**src/rtl/tx_arb_if.sv**
```systemverilog
// Word-request / byte-strobe bundle shared by tx_arb and its requesters.
// The slave modport is the arbiter's view. The master modport is the requester and UART side.
interface tx_arb_if;
    logic [1:0]  req_stb_i;
    logic [31:0] req_data0_i;
    logic [31:0] req_data1_i;
    logic [2:0]  req_width0_i;
    logic [2:0]  req_width1_i;
    logic [1:0]  req_rdy_o;
    logic [7:0]  byte_o;
    logic        byte_stb_o;
    logic        byte_rdy_i;
    logic        busy_o;
    logic        ovf_o;

    modport slave (
        input  req_stb_i, req_data0_i, req_data1_i, req_width0_i, req_width1_i, byte_rdy_i,
        output req_rdy_o, byte_o, byte_stb_o, busy_o, ovf_o
    );

    modport master (
        output req_stb_i, req_data0_i, req_data1_i, req_width0_i, req_width1_i, byte_rdy_i,
        input  req_rdy_o, byte_o, byte_stb_o, busy_o, ovf_o
    );
endinterface

```
**src/rtl/tx_arb.sv**
```systemverilog
// Two-requester round-robin word arbiter in front of the UART byte transmitter.
// Each requester has a one-word slot. The granted word is sent LSB-first as byte strobes.
//
// state | meaning
// IDLE  | shifter empty; grant a full slot if there is one
// SEND  | byte pending; strobe it when the UART reports idle
// GAP   | one dead cycle after each strobe while the UART drops byte_rdy_i
module tx_arb #(
    parameter int WIDTH = 32
) (
    input  logic     clk_i,
    input  logic     rst_i,
    input  logic     clr_i,
    tx_arb_if.slave  bus
);

    typedef enum logic [1:0] {
        ST_IDLE,
        ST_SEND,
        ST_GAP
    } state_t;

    state_t             state;
    logic [1:0]         slot_full;
    logic [WIDTH-1:0]   slot_data [2];
    logic [2:0]         slot_width [2];
    logic [WIDTH-1:0]   shifter;
    logic [2:0]         count;
    logic               last_grant;
    logic [7:0]         byte_q;
    logic               ovf_q;

    logic               grant_vld;
    logic               grant_idx;
    logic               send_fire;
    logic [WIDTH-1:0]   in_data [2];
    logic [2:0]         in_width [2];

    function automatic logic [2:0] clamp_width(input logic [2:0] w);
        return (w > 3'd4) ? 3'd4 : w;
    endfunction

    always_comb begin
        in_data[0]  = bus.req_data0_i;
        in_data[1]  = bus.req_data1_i;
        in_width[0] = clamp_width(bus.req_width0_i);
        in_width[1] = clamp_width(bus.req_width1_i);
    end

    // Both slots full: hand the turn to the requester that was not served last.
    always_comb begin
        grant_vld = 1'b0;
        grant_idx = 1'b0;
        if (state == ST_IDLE) begin
            case (slot_full)
                2'b01:   begin grant_vld = 1'b1; grant_idx = 1'b0;        end
                2'b10:   begin grant_vld = 1'b1; grant_idx = 1'b1;        end
                2'b11:   begin grant_vld = 1'b1; grant_idx = ~last_grant; end
                default: begin grant_vld = 1'b0; grant_idx = 1'b0;        end
            endcase
        end
    end

    assign send_fire = (state == ST_SEND) && bus.byte_rdy_i;

    always_ff @(posedge clk_i) begin
        if (rst_i) begin
            state         <= ST_IDLE;
            slot_full     <= 2'b00;
            slot_data[0]  <= '0;
            slot_data[1]  <= '0;
            slot_width[0] <= '0;
            slot_width[1] <= '0;
            shifter       <= '0;
            count         <= '0;
            last_grant    <= 1'b1;
            byte_q        <= '0;
            ovf_q         <= 1'b0;
        end else begin
            // Slot fullness is judged at cycle start, so a strobe into a slot being granted is an overflow.
            for (int k = 0; k < 2; k++) begin
                if (clr_i) begin
                    slot_full[k] <= 1'b0;
                end else if (bus.req_stb_i[k] && !slot_full[k]) begin
                    slot_full[k]  <= 1'b1;
                    slot_data[k]  <= in_data[k];
                    slot_width[k] <= in_width[k];
                end else if (grant_vld && (grant_idx == 1'(k))) begin
                    slot_full[k] <= 1'b0;
                end
            end

            if (clr_i)
                ovf_q <= 1'b0;
            else if (|(bus.req_stb_i & slot_full))
                ovf_q <= 1'b1;

            case (state)
                ST_IDLE: begin
                    if (grant_vld) begin
                        shifter    <= slot_data[grant_idx];
                        byte_q     <= slot_data[grant_idx][7:0];
                        count      <= slot_width[grant_idx];
                        last_grant <= grant_idx;
                        state      <= (slot_width[grant_idx] != 3'd0) ? ST_SEND : ST_IDLE;
                    end
                end
                ST_SEND: begin
                    if (bus.byte_rdy_i) begin
                        shifter <= shifter >> 8;
                        byte_q  <= shifter[15:8];
                        count   <= count - 3'd1;
                        state   <= ST_GAP;
                    end
                end
                ST_GAP: begin
                    state <= (count != 3'd0) ? ST_SEND : ST_IDLE;
                end
                default: begin
                    state <= ST_IDLE;
                end
            endcase
        end
    end

    // byte_q always mirrors shifter[7:0], so the strobe can fire in the SEND cycle itself.
    assign bus.byte_o     = byte_q;
    assign bus.byte_stb_o = send_fire;
    assign bus.req_rdy_o  = ~slot_full;
    assign bus.busy_o     = (state != ST_IDLE) || (|slot_full);
    assign bus.ovf_o      = ovf_q;

endmodule

```
**src/flat_wrapper.sv**
```systemverilog
// flat-port wrapper written by rule: the top's interface ports become plain ports
module tx_arb_flat 
#(
    parameter int WIDTH = 32
)
  (clk_i, rst_i, clr_i, bus_req_stb_i, bus_req_data0_i, bus_req_data1_i, bus_req_width0_i, bus_req_width1_i, bus_byte_rdy_i, bus_req_rdy_o, bus_byte_o, bus_byte_stb_o, bus_busy_o, bus_ovf_o);
  tx_arb_if bus_i ();
  input  logic clk_i;
  input  logic rst_i;
  input  logic clr_i;
  input wire logic [$bits(bus_i.req_stb_i)-1:0] bus_req_stb_i;
  input wire logic [$bits(bus_i.req_data0_i)-1:0] bus_req_data0_i;
  input wire logic [$bits(bus_i.req_data1_i)-1:0] bus_req_data1_i;
  input wire logic [$bits(bus_i.req_width0_i)-1:0] bus_req_width0_i;
  input wire logic [$bits(bus_i.req_width1_i)-1:0] bus_req_width1_i;
  input wire logic [$bits(bus_i.byte_rdy_i)-1:0] bus_byte_rdy_i;
  output wire logic [$bits(bus_i.req_rdy_o)-1:0] bus_req_rdy_o;
  output wire logic [$bits(bus_i.byte_o)-1:0] bus_byte_o;
  output wire logic [$bits(bus_i.byte_stb_o)-1:0] bus_byte_stb_o;
  output wire logic [$bits(bus_i.busy_o)-1:0] bus_busy_o;
  output wire logic [$bits(bus_i.ovf_o)-1:0] bus_ovf_o;
  assign bus_i.req_stb_i = bus_req_stb_i;
  assign bus_i.req_data0_i = bus_req_data0_i;
  assign bus_i.req_data1_i = bus_req_data1_i;
  assign bus_i.req_width0_i = bus_req_width0_i;
  assign bus_i.req_width1_i = bus_req_width1_i;
  assign bus_i.byte_rdy_i = bus_byte_rdy_i;
  assign bus_req_rdy_o = bus_i.req_rdy_o;
  assign bus_byte_o = bus_i.byte_o;
  assign bus_byte_stb_o = bus_i.byte_stb_o;
  assign bus_busy_o = bus_i.busy_o;
  assign bus_ovf_o = bus_i.ovf_o;
  tx_arb #(.WIDTH(WIDTH)) u_core (.clk_i(clk_i), .rst_i(rst_i), .clr_i(clr_i), .bus(bus_i));
endmodule
```
**config.mk**
```make
export PLATFORM = sky130hd
export DESIGN_NAME = tx_arb_flat
export DESIGN_NICKNAME = d
export VERILOG_FILES = /design/src/rtl/tx_arb_if.sv /design/src/rtl/tx_arb.sv /design/src/flat_wrapper.sv
export SDC_FILE = /design/constraint.sdc
export NUM_CORES = 1
export LEC_CHECK = 0
export CAP_MARGIN = 20
export CORE_UTILIZATION = 52
export CTS_CLUSTER_SIZE = 10
export DETAILED_ROUTE_END_ITERATION = 8
export PLACE_DENSITY = 0.85
export SLEW_MARGIN = 15
export SYNTH_ARGS = -nofsm -noshare
export SYNTH_HDL_FRONTEND = slang
export SYNTH_SLANG_ARGS = --single-unit
```
**constraint.sdc**
```tcl
create_clock -name clk_i -period 2.9 [get_ports clk_i]
set_input_delay 0.435 -clock clk_i [delete_from_list [all_inputs] [get_ports clk_i]]
set_output_delay 0.435 -clock clk_i [all_outputs]
set_load 0.01 [all_outputs]
```
==> Word level (Yosys, flattened, before mapping) <==
Memory sizes are Yosys's and may differ from the RTL's.
Index checks and enable logic that the tools add are counted.
{ "word_totals": {"ff_bits": 49, "mem_count": 2, "elab_cells": 88, "out_inout_bits": 13, "inputBits": 76, "ram_bits": 70} }
{ "mem_list": {"columns": ["memory", "words", "width", "rd", "rd_ports_with_merged_regs", "write_ports", "line", "source"], "rows": [
  ["u_core.slot_data", 2, 32, 1, 0, 2, "tx_arb.sv:25", "logic [WIDTH-1:0] slot_data [2];"],
  ["u_core.slot_width", 2, 3, 1, 0, 2, "tx_arb.sv:26", "logic [2:0] slot_width [2];"]
]} }
{ "op_classes": {"mux": 38, "n_lt_le_gt_ge": 2, "add_sub_neg": 1, "n_reduce_logical": 22, "n_bitwise": 8, "n_eq_ne": 7} }
{ "op_table": {"columns": ["operator", "n"], "rows": [
  ["two-way mux 32 bit", 4],
  ["one-hot mux 32 bit (2 select lines)", 1],
  ["two-way mux 1 bit", 19],
  ["two-way mux 3 bit", 6],
  ["two-way mux 8 bit", 2],
  ["one-hot mux 8 bit (2 select lines)", 1],
  ["nonzero test 2 bit", 4],
  ["equality test 2 bit, second input constant", 3],
  ["> comparator 3 bit, second input constant", 2],
  ["one-hot mux 2 bit (3 select lines)", 1],
  ["one-hot mux 3 bit (2 select lines)", 1],
  ["nonzero test 3 bit", 2],
  ["OR reduction 2 bit", 3],
  ["logical AND 1 bit", 5],
  ["equality test 2 x 1 -> 1 bit, second input constant", 2],
  ["two-way mux 2 bit", 2],
  ["OR 1 bit", 4],
  ["AND reduction 2 bit", 2],
  ["AND reduction 3 bit", 1],
  ["OR reduction 3 bit", 1],
  ["subtractor 3 x 1 -> 3 bit, second input constant", 1],
  ["bitwise AND 2 bit", 1],
  ["zero test 1 bit", 2],
  ["zero test 2 bit", 1],
  ["other kinds (6)", 7]
]} }

==> Logic depth before layout (Yosys ltp) <==
Gate-level depths: netlist of run 1.
An unclocked memory read counts as a cell.
{ "depth": {"depth_word": 8, "depth_mapped": 7, "ltp_nobuf": 7} }

==> Worst setup path before layout of run 1 <==
No wires, ideal clock.
{ "synth_path": {"path_kind": "register -> register", "start": "register u_core.slot_full[0]", "end": "memory u_core.slot_data[0][0] (enable)", "arrival_ns": 2.320, "path_buffers": 1, "synth_period_minus_slack_ns": 2.755, "setup_time_ns": 0.435, "t_required_ns": 2.465, "path_stages_with_launch": 5, "setup_slack_ns": 0.145, "path_cell_list": "dfxtp_1 > buf_2 > inv_1 > nand2_1 > o21bai_1"} }
{ "synth_rtl": {"columns": ["item", "line", "source"], "rows": [
  ["start, declared", "tx_arb.sv:24", "logic [1:0] slot_full;"],
  ["start signal, assigned", "tx_arb.sv:69", "slot_full <= 2'b00;"],
  ["start signal, assigned by index", "tx_arb.sv:83", "slot_full[k] <= 1'b0;"],
  ["start signal, assigned by index", "tx_arb.sv:85", "slot_full[k] <= 1'b1;"],
  ["end, declared", "tx_arb.sv:25", null]
]} }

==> Worst setup path after layout of run 1 <==
{ "layout_path": {"start": "register u_core.slot_full[0]", "end": "output bus_busy_o"} }
{ "layout_between": {"elab_chain_len": 2} }
{ "layout_rtl": {"columns": ["item", "line", "source"], "rows": [
  ["OR reduction 2 bit", "tx_arb.sv:130", "assign bus.busy_o = (state != ST_IDLE) || (|slot_full);"],
  ["logical OR 1 bit", "tx_arb.sv:130", null],
  ["end, declared", "flat_wrapper.sv:20", "output wire logic [$bits(bus_i.busy_o)-1:0] bus_busy_o;"]
]} }
Every way passes these cells.

==> reports/qor.yml, run 1 <==
die:
  fp-row-count: 35
  die_w_um: 99.6
  fp.dieH_um: 99.6
  core_um2: 9240
  io_pins: 89
  start_util_pct: 53.6
  die_area_um2: 9910
critical_path:
  r2r_start: "u_core.slot_full[0]"
  crit_fanout: 21
  worstPathArrival_ps: 2180
  critPathLaunchType: "flop"
  cp-end-kind: "primary output"
  cp.required_ps: 2470
  path_class: "flop to primary output"
  cp-startpoint: "u_core.slot_full[0]"
power:
  pwr_density_cell_nw_per_um2: 528
  power.leakage_uw: 0.00223
  peakVddDrop_v: 0.000256
  fin_total_pwr_uw: 3210
placement:
  port_buffers: 88
  post-place-ws_ps: 473
  routabilityCongestion: 0.855
  dp_hpwl_um: 7430
global_route:
  track_usage_pct: 21.9
  overflow: 0
  grt_start_max_net_pins: 56
  grt_antenna_before_repair: 0
  grt_pass1_wl_um: 16700
  grt_pass1_vias: 3485
cts:
  ctsHoldBuffers: 0
  clkTransAtPathRegs_ps: 100
  root_buffer: "clkbuf_8"
  postCtsSetupBuffers: 0
  cts_resized: 0
  clk_latency_ps: 380
  cts_tree: "yes"
  htreeDepth: 3
  cts-buffers-inserted: 9
  cts.sinks: 111
  clockBufferDepth: 2
detailed_routing:
  routedWlPerCell_um: 16.2
  wirelength_um: 10500
  drc: 0
  vias: 3631
  final_antenna_net_count: 0
  viasPerCell: 5.60
  drt_iter0_drc: 191
  firstDrtPassIters: 5
yosys:
  postSynth.asyncResetShare_pct: 0
  synth.distinct_cells: 40
  synth_fp_nets: 525
  synth_edf_count: 70
  syn_area_per_cell_um2: 11.1
  seq_area_frac_synth_pct: 59.1
  synthCells: 447
  yosysWarnings: 0
  synth_flop_cell: "edfxtp_1"
  synth-seq-cells: 111
  synth_area_um2: 4950
finish:
  antenna_cells: 0
  layout_common_cells: "clkdlybuf4s50_1, edfxtp_1, and2_1, dfxtp_1, a21oi_1"
  final_nets: 592
  final_common_cell: "clkdlybuf4s50_1"
  ff_latch_area_um2: 2920
  drive_gt1_share_pct: 7.13
  area_growth_pct: 22.9
  multi_input_area_um2: 1810
  fill_cells: 717
sta:
  grt_setup_unrepaired: "false"
  setup_viol: 0
  layout_setup_ws_ps: 287
  fmax_ghz: 0.383
  fin_tns_setup_ps: 0
  relSlewSlack_pct: 43.8
  post-route-period-util_pct: 90.1
  skew_ps: 15.0
  fin_crit_ps: 2610
  worst_pin_slew_ps: 842
  slew_viol_final: 0
  worst_hold_slack_ps: 467
  hold_viol_final: 0
run:
  maxCapViolCount: 0
min_path:
  worstHoldStart: "u_core.shifter[15]"
  min_path_type: "flop to flop"
status:
  status: "complete, no violations"
-- power by group --
| group | internal [µW] | switching (µW) |
|---|---|---|
| clock network | 329 | 549 |
| registers | 1800 | 65.1 |
| logic | 235 | 231 |
| total | 2370 | 845 |
-- logic make-up (layout without fill, tap and decap cells) --
| logic type | Yosys count | in the layout | synth area share [%] |
|---|---|---|---|
| flip-flops | 111 | 111 | 59.1 |
| AND/OR/NAND/NOR | 159 | 159 | 17.3 |
| adder cells (fa/ha/maj) | 2 | 2 | 0.506 |
| buffers and inverters | 49 | 121 | 4.91 |
| multiplexers | 2 | 2 | 0.430 |
| AO/OA/AOI/OAI | 124 | 124 | 17.8 |
-- per-stage QoR --
step	cells	utilization, %	area (µm²)
2_1_floorplan	447	-	4950
3_3_place_gp	632	63.7	5890
3_5_place_dp	632	63.7	5890
4_1_cts	648	65.8	6080
5_1_grt	648	65.8	6080
6_report	648	65.8	6080
-- registers in the layout, summed over array words and instances, names as in the netlist --
signal / count
u_core.last_grant: 1
u_core.state: 2
u_core.count: 3
u_core.bus.ovf_o: 1
u_core.slot_data: 64
u_core.slot_width: 6
u_core.bus.byte_o: 7
u_core.shifter: 25
u_core.slot_full: 2
-- layout make-up --
| cell class | instances | area share, % |
|---|---|---|
| Multi-Input combinational cell | 287 | 29.8 |
| Clock inverter | 7 | 1.09 |
| Clock buffer | 9 | 2.04 |
| Timing Repair Buffer | 98 | 15.9 |
| Tap cell | 129 | 2.65 |
| Sequential cell | 111 | 48.1 |
| Inverter | 7 | 0.432 |
-- synth_stat cells (2+ instances only) --
cell type | instances | area [µm²]
nor2b_1 | 3 | 18.8
or2_2 | 2 | 12.5
nand2_1 | 28 | 105
and3b_1 | 4 | 35.0
nor3_1 | 5 | 25.0
o21bai_1 | 2 | 15.0
a21oi_1 | 36 | 180
a211oi_1 | 12 | 90.1
o31ai_1 | 22 | 165
inv_1 | 7 | 26.3
and2_1 | 68 | 425
o32ai_1 | 13 | 114
o21ai_0 | 4 | 20.0
dfxtp_1 | 41 | 821
a22oi_1 | 13 | 97.6
clkbuf_1 | 22 | 82.6
buf_2 | 8 | 40.0
buf_4 | 11 | 82.6
a22o_1 | 12 | 105
and3_1 | 12 | 75.1
or3_1 | 3 | 18.8
ha_1 | 2 | 25.0
edfxtp_1 | 70 | 2100
nor2_1 | 31 | 116
-- critical path, cell delays in order, from the launching register on --
cell and delay, ps:
dfxtp_1 890, nor2_1 230, nand2_1 150, clkdlybuf4s50_1 540
-- worst paths after layout --
path	end	slack [ps]	depth (start not counted)
setup / recovery	bus_busy_o	290	3
hold / removal	u_core.shifter[15]	470	2
setup reg to reg	u_core.bus.byte_o[0]	720	4
hold reg to reg	u_core.shifter[15]	470	2
-- metal layers --
metal	global-route usage, %	up-vias	wire (µm)
met4	8.71	0	229
met5	0	-	0
li1	-	1764	-
met3	4.43	23	548
met2	39.7	120	5480
met1	25.3	1724	4240
No activity file was read; power rests on OpenSTA's default activity.
==> inputs of run 2 (changes only) <==
--- a/config.mk
+++ b/config.mk
@@ -10,7 +10,8 @@
 export CTS_CLUSTER_SIZE = 10
 export DETAILED_ROUTE_END_ITERATION = 8
 export PLACE_DENSITY = 0.85
-export SLEW_MARGIN = 15
+export SKIP_LAST_GASP = 1
+export SLEW_MARGIN = 10
 export SYNTH_ARGS = -nofsm -noshare
 export SYNTH_HDL_FRONTEND = slang
 export SYNTH_SLANG_ARGS = --single-unit
==> reports/qor.yml, run 2 (same netlist as run 1, synthesis figures left out) <==
min_path:
  min_path_type: "flop to flop"
  worstHoldStart: "u_core.shifter[25]"
die:
  core_um2: 9240  # unchanged
  die_w_um: 99.6  # unchanged
  io_pins: 89  # unchanged
  fp-row-count: 35  # unchanged
  start_util_pct: 53.6  # unchanged
  fp.dieH_um: 99.6  # unchanged
  die_area_um2: 9910  # unchanged
critical_path:
  cp_top_family: "flip-flops"
  crit_fanout: 21  # unchanged
  cp.buffers_inverters: 1  # unchanged
  cp_slowest_stage_delay_ps: 880  # about the same
  reg2reg_slack_ps: 730  # about the same
  cp-startpoint: "u_core.slot_full[0]"
  crit_chain: "nor2_1 -> nand2_1 -> clkdlybuf4s50_1"
  path_class: "flop to primary output"
  critPathSlowestCell: "dfxtp_1"
  critPathLaunchType: "flop"
  r2r_start: "u_core.slot_full[0]"
  worstPathArrival_ps: 2190  # about the same
  cp-end-kind: "primary output"
  cp.required_ps: 2470  # about the same
detailed_routing:
  wirelength_um: 10500  # +0.30%
  drc: 0  # unchanged
  vias: 3620  # -0.30%
  viasPerCell: 5.58  # -0.46%
  drt_iter0_drc: 165  # -14%
  routedWlPerCell_um: 16.2  # +0.15%
  firstDrtPassIters: 5  # unchanged
  final_antenna_net_count: 0  # unchanged
sta:
  hold_viol_final: 0  # unchanged
  slew_viol_final: 0  # unchanged
  worst_pin_slew_ps: 829  # -13.2 ps
  fin_crit_ps: 2620  # +9.36 ps
  grt_setup_unrepaired: "false"
  fmax_ghz: 0.381  # -0.36%
  skew_ps: 14.9  # -0.178 ps
  relSlewSlack_pct: 44.7  # +0.88 points
  fin_tns_setup_ps: 0  # unchanged
  setup_viol: 0  # unchanged
  post-route-period-util_pct: 90.4  # +0.32 points
cts:
  htreeDepth: 3  # unchanged
  cts_resized: 0  # unchanged
  root_buffer: "clkbuf_8"
  ctsHoldBuffers: 0  # unchanged
  clockBufferDepth: 2  # unchanged
  cts.sinks: 111  # unchanged
  cts_tree: "yes"
  cts-buffers-inserted: 9  # unchanged
  clkTransAtPathRegs_ps: 110  # about the same
  clk_latency_ps: 380  # about the same
  postCtsSetupBuffers: 0  # unchanged
finish:
  drive_gt1_share_pct: 7.12  # -0.014 points
  finalNonFillerCells: 649  # +0.15%
  multi_input_area_um2: 1810  # -0.14%
  ff_latch_area_um2: 2920  # unchanged
  final_common_cell: "clkdlybuf4s50_1"
  antenna_cells: 0  # unchanged
  regMostFlops: "u_core.slot_data"
  fill_cells: 717  # unchanged
  layout_common_cells: "clkdlybuf4s50_1, edfxtp_1, and2_1, dfxtp_1, a21oi_1"
  final_area_um2: 6090  # about the same
  area_growth_pct: 23.0  # about the same
  largest_reg_flops: 64  # unchanged
  final_nets: 593  # +0.17%
global_route:
  grt_start_max_net_pins: 56  # unchanged
  grt_pass1_wl_um: 16700  # unchanged
  track_usage_pct: 21.9  # unchanged
  grt_antenna_before_repair: 0  # unchanged
  grt_pass1_vias: 3485  # unchanged
  overflow: 0  # unchanged
power:
  seq_power_share_pct: 58.1  # about the same
  p_int_uw: 2370  # about the same
  p_clk_share_pct: 27.3  # about the same
  power.leakage_uw: 0.00224  # +0.23%
  power.switching_uw: 845  # about the same
  power.share.combinational_pct: 14.6  # about the same
  peakVddDrop_v: 0.000256  # about the same
  power_switching_share_pct: 26.3  # about the same
  pwr_density_cell_nw_per_um2: 528  # about the same
placement:
  placed_area_um2: 5890  # unchanged
  port_buffers: 88  # unchanged
  dp_hpwl_um: 7430  # unchanged
  dp.cells: 632  # unchanged
  routabilityCongestion: 0.855  # unchanged
status:
  status: "complete, no violations"
run:
  maxCapViolCount: 0  # unchanged
[run 2: cell types whose count changed in the layout (fill, tap and decap cells not counted)]
cell and delta:
nor2b_1 +1, nor2b_2 -1, buf_4 +1
[run 2: final cells by class]
| class | instances | area share, % |
|---|---|---|
| flip-flops and latches | 111 | 48.0 |
| clock buffers | 9 | 2.04 |
| well taps | 129 | 2.65 |
| inverters | 7 | 0.432 |
| multi-input cells | 287 | 29.7 |
| repair buffers | 99 | 16.0 |
| clock inverters | 7 | 1.09 |
[run 2: worst paths after layout]
kind,endpoint,depth (start not counted)
max reg2reg,u_core.bus.byte_o[0],4
max,bus_busy_o,3
min,u_core.shifter[25],2
min reg2reg,u_core.shifter[25],2
[run 2: metrics by stage]
stage	util (%)	setup slack, ps	total power (µW)	hold WS, ps
4_1_cts	65.8	61.1	3220	469
3_5_place_dp	63.7	473	2360	445
3_3_place_gp	63.7	504	2340	440
5_1_grt	65.9	180	3330	493
2_1_floorplan	-	145	2160	425
6_report	65.9	278	3210	469
[run 2: worst register-to-register path, stage by stage, from the launching register on]
cell	delay, ps
dfxtp_1	880
a21bo_1	240
or3_1	490
nor2_1	170
o32ai_1	310
[run 2: per-layer routing]
metal / track usage, % / up-vias / share of wire, %
li1: - / 1768 / -
met1: 25.3 / 1725 / 40
met2: 39.7 / 105 / 53
met3: 4.43 / 22 / 4.3
met4: 8.71 / 0 / 2.2
met5: 0 / - / 0
[run 2: power groups by stage]
| stage | sequential [µW] | combinational [µW] | clock (µW) |
|---|---|---|---|
| floorplan | 1870 | 284 | 0 |
| global placement | 1890 | 449 | 0 |
| detailed placement | 1900 | 463 | 0 |
| CTS | 1860 | 467 | 888 |
| global route | 1880 | 512 | 938 |
| finish | 1870 | 469 | 876 |
==> inputs of run 3 (changes only) <==
--- a/config.mk
+++ b/config.mk
@@ -6,10 +6,10 @@
 export NUM_CORES = 1
 export LEC_CHECK = 0
 export CAP_MARGIN = 20
-export CORE_UTILIZATION = 52
+export CORE_UTILIZATION = 47
 export CTS_CLUSTER_SIZE = 10
 export DETAILED_ROUTE_END_ITERATION = 8
-export PLACE_DENSITY = 0.85
+export PLACE_DENSITY = 0.82
 export SKIP_LAST_GASP = 1
 export SLEW_MARGIN = 10
 export SYNTH_ARGS = -nofsm -noshare
==> constraint.sdc (replaced) <==
create_clock -name clk_i -period 2.3 [get_ports clk_i]
set_input_delay 0.345 -clock clk_i [delete_from_list [all_inputs] [get_ports clk_i]]
set_output_delay 0.345 -clock clk_i [all_outputs]
set_load 0.01 [all_outputs]
==> reports/qor.yml, run 3 (same netlist as run 1, synthesis figures left out) <==
status:
  status: "complete, no violations"
detailed_routing:
  drc: 0  # unchanged
  viasPerCell: 5.58  # about the same
  vias: 3685  # +1.8%
  final_antenna_net_count: 0  # unchanged
  wirelength_um: 11100  # +5.6%
  routedWlPerCell_um: 16.8  # +3.8%
  firstDrtPassIters: 5  # unchanged
  drt_iter0_drc: 187  # +13%
placement:
  port_buffers: 88  # unchanged
  post-place-ws_ps: -50.9  # -524 ps
  routabilityCongestion: 0.863  # +0.88%
  dp_hpwl_um: 7730  # +4.1%
cts:
  postCtsSetupBuffers: 0  # unchanged
  clockBufferDepth: 2  # unchanged
  htreeDepth: 3  # unchanged
  clkTransAtPathRegs_ps: 100  # about the same
  cts_resized: 0  # unchanged
  clk_latency_ps: 390  # about the same
  ctsHoldBuffers: 0  # unchanged
  root_buffer: "clkbuf_8"
  cts-buffers-inserted: 9  # unchanged
  cts.sinks: 111  # unchanged
  cts_tree: "yes"
die:
  core_um2: 10300  # +11%
  fp-row-count: 37  # +5.7%
  die_w_um: 105  # +5.1%
  die_area_um2: 10900  # +10%
  io_pins: 89  # unchanged
  start_util_pct: 48.1  # -5.4 points
  fp.dieH_um: 105  # +5.1%
critical_path:
  crit_chain: "nor2b_1 -> and2_1 -> clkdlybuf4s50_1"
  cp.required_ps: 1960  # -510 ps
  crit_fanout: 10  # -52%
  critPathSlowestCell: "dfxtp_1"
  critPathLaunchType: "flop"
  path_class: "flop to primary output"
  worstPathArrival_ps: 1830  # -360 ps
  cp-end-kind: "primary output"
  cp_slowest_stage_delay_ps: 530  # -350 ps
power:
  power.leakage_uw: 0.00228  # +1.8%
  fin_total_pwr_uw: 4210  # +31%
  pwr_density_cell_nw_per_um2: 684  # +30%
  peakVddDrop_v: 0.000405  # +58%
sta:
  post-route-period-util_pct: 94.5
  slew_viol_final: 0  # unchanged
  relSlewSlack_pct: 37.9  # -6.8 points
  hold_viol_final: 0  # unchanged
  setup_viol: 0  # unchanged
  layout_setup_ws_ps: 127  # -151 ps
  worst_hold_slack_ps: 462  # -6.94 ps
  fmax_ghz: 0.460
  skew_ps: 15.5  # +0.647 ps
  worst_pin_slew_ps: 930  # +102 ps
  fin_crit_ps: 2170
  grt_setup_unrepaired: "false"
finish:
  fill_cells: 862  # +20%
  final_nets: 597  # +0.67%
  regMostFlops: "u_core.slot_data"
  antenna_cells: 0  # unchanged
  area_growth_pct: 24.4
  multi_input_area_um2: 1810  # unchanged
  largest_reg_flops: 64  # unchanged
  final_common_cell: "clkdlybuf4s50_1"
  drive_gt1_share_pct: 7.82  # +0.71 points
  layout_common_cells: "clkdlybuf4s50_1, edfxtp_1, and2_1, dfxtp_1, a21oi_1"
  ff_latch_area_um2: 2920  # about the same
run:
  maxCapViolCount: 0  # unchanged
global_route:
  overflow: 0  # unchanged
  track_usage_pct: 21.7  # -0.21 points
  grt_pass1_vias: 3705  # +6.3%
  grt_pass1_wl_um: 18300  # +9.5%
  grt_start_max_net_pins: 54  # -3.6%
  grt_antenna_before_repair: 0  # unchanged
min_path:
  min_path_type: "flop to flop"
-- run 3: layer usage --
| layer | global-route usage [%] | wire (µm) | vias to the layer above |
|---|---|---|---|
| li1 | - | - | 1773 |
| met2 | 37.9 | 5590 | 146 |
| met5 | 0 | 0 | - |
| met3 | 6.43 | 773 | 23 |
| met4 | 7.34 | 210 | 0 |
| met1 | 25.3 | 4540 | 1743 |
-- run 3: power by group --
part	switching, µW	internal [µW]	leakage, µW
logic	304	304	0.00110
registers	78.6	2270	0.00107
clock network	674	580	0.000107
-- run 3: final cells by class --
cell class,instances,share of cell area (%)
inverter,7,0.427
clock buffer,11,2.48
multi-input combinational,287,29.4
clock inverter,5,1.02
timing repair buffer,103,16.4
sequential,111,47.5
tap,136,2.76
-- run 3: path summary, 6_finish.rpt --
kind,from,to,slack [ps],cells past startpoint
worst max register to register,u_core.slot_full[1],u_core.count[0],440,4
worst max-delay path,u_core.state[0],bus_byte_stb_o,130,3
worst min-delay path,u_core.shifter[23],u_core.shifter[23],460,2
worst min register to register,u_core.shifter[23],u_core.shifter[23],460,2
-- run 3: per-stage QoR --
| stage | instances | utilization [%] | TNS, ps | instance area (µm²) |
|---|---|---|---|---|
| 2_1_floorplan | 447 | - | 0 | 4960 |
| 6_report | 660 | 59.9 | 0 | 6150 |
| 4_1_cts | 659 | 59.8 | 0 | 6140 |
| 3_5_place_dp | 643 | 57.7 | -216 | 5930 |
| 3_3_place_gp | 643 | 57.7 | 0 | 5930 |
| 5_1_grt | 660 | 59.9 | 0 | 6150 |
-- run 3: critical path, delay by kind of cell (launching register included) --
family        cells  cell delay (ps)
simple gates      2              380
flops             1              530
buf+inv           1              530
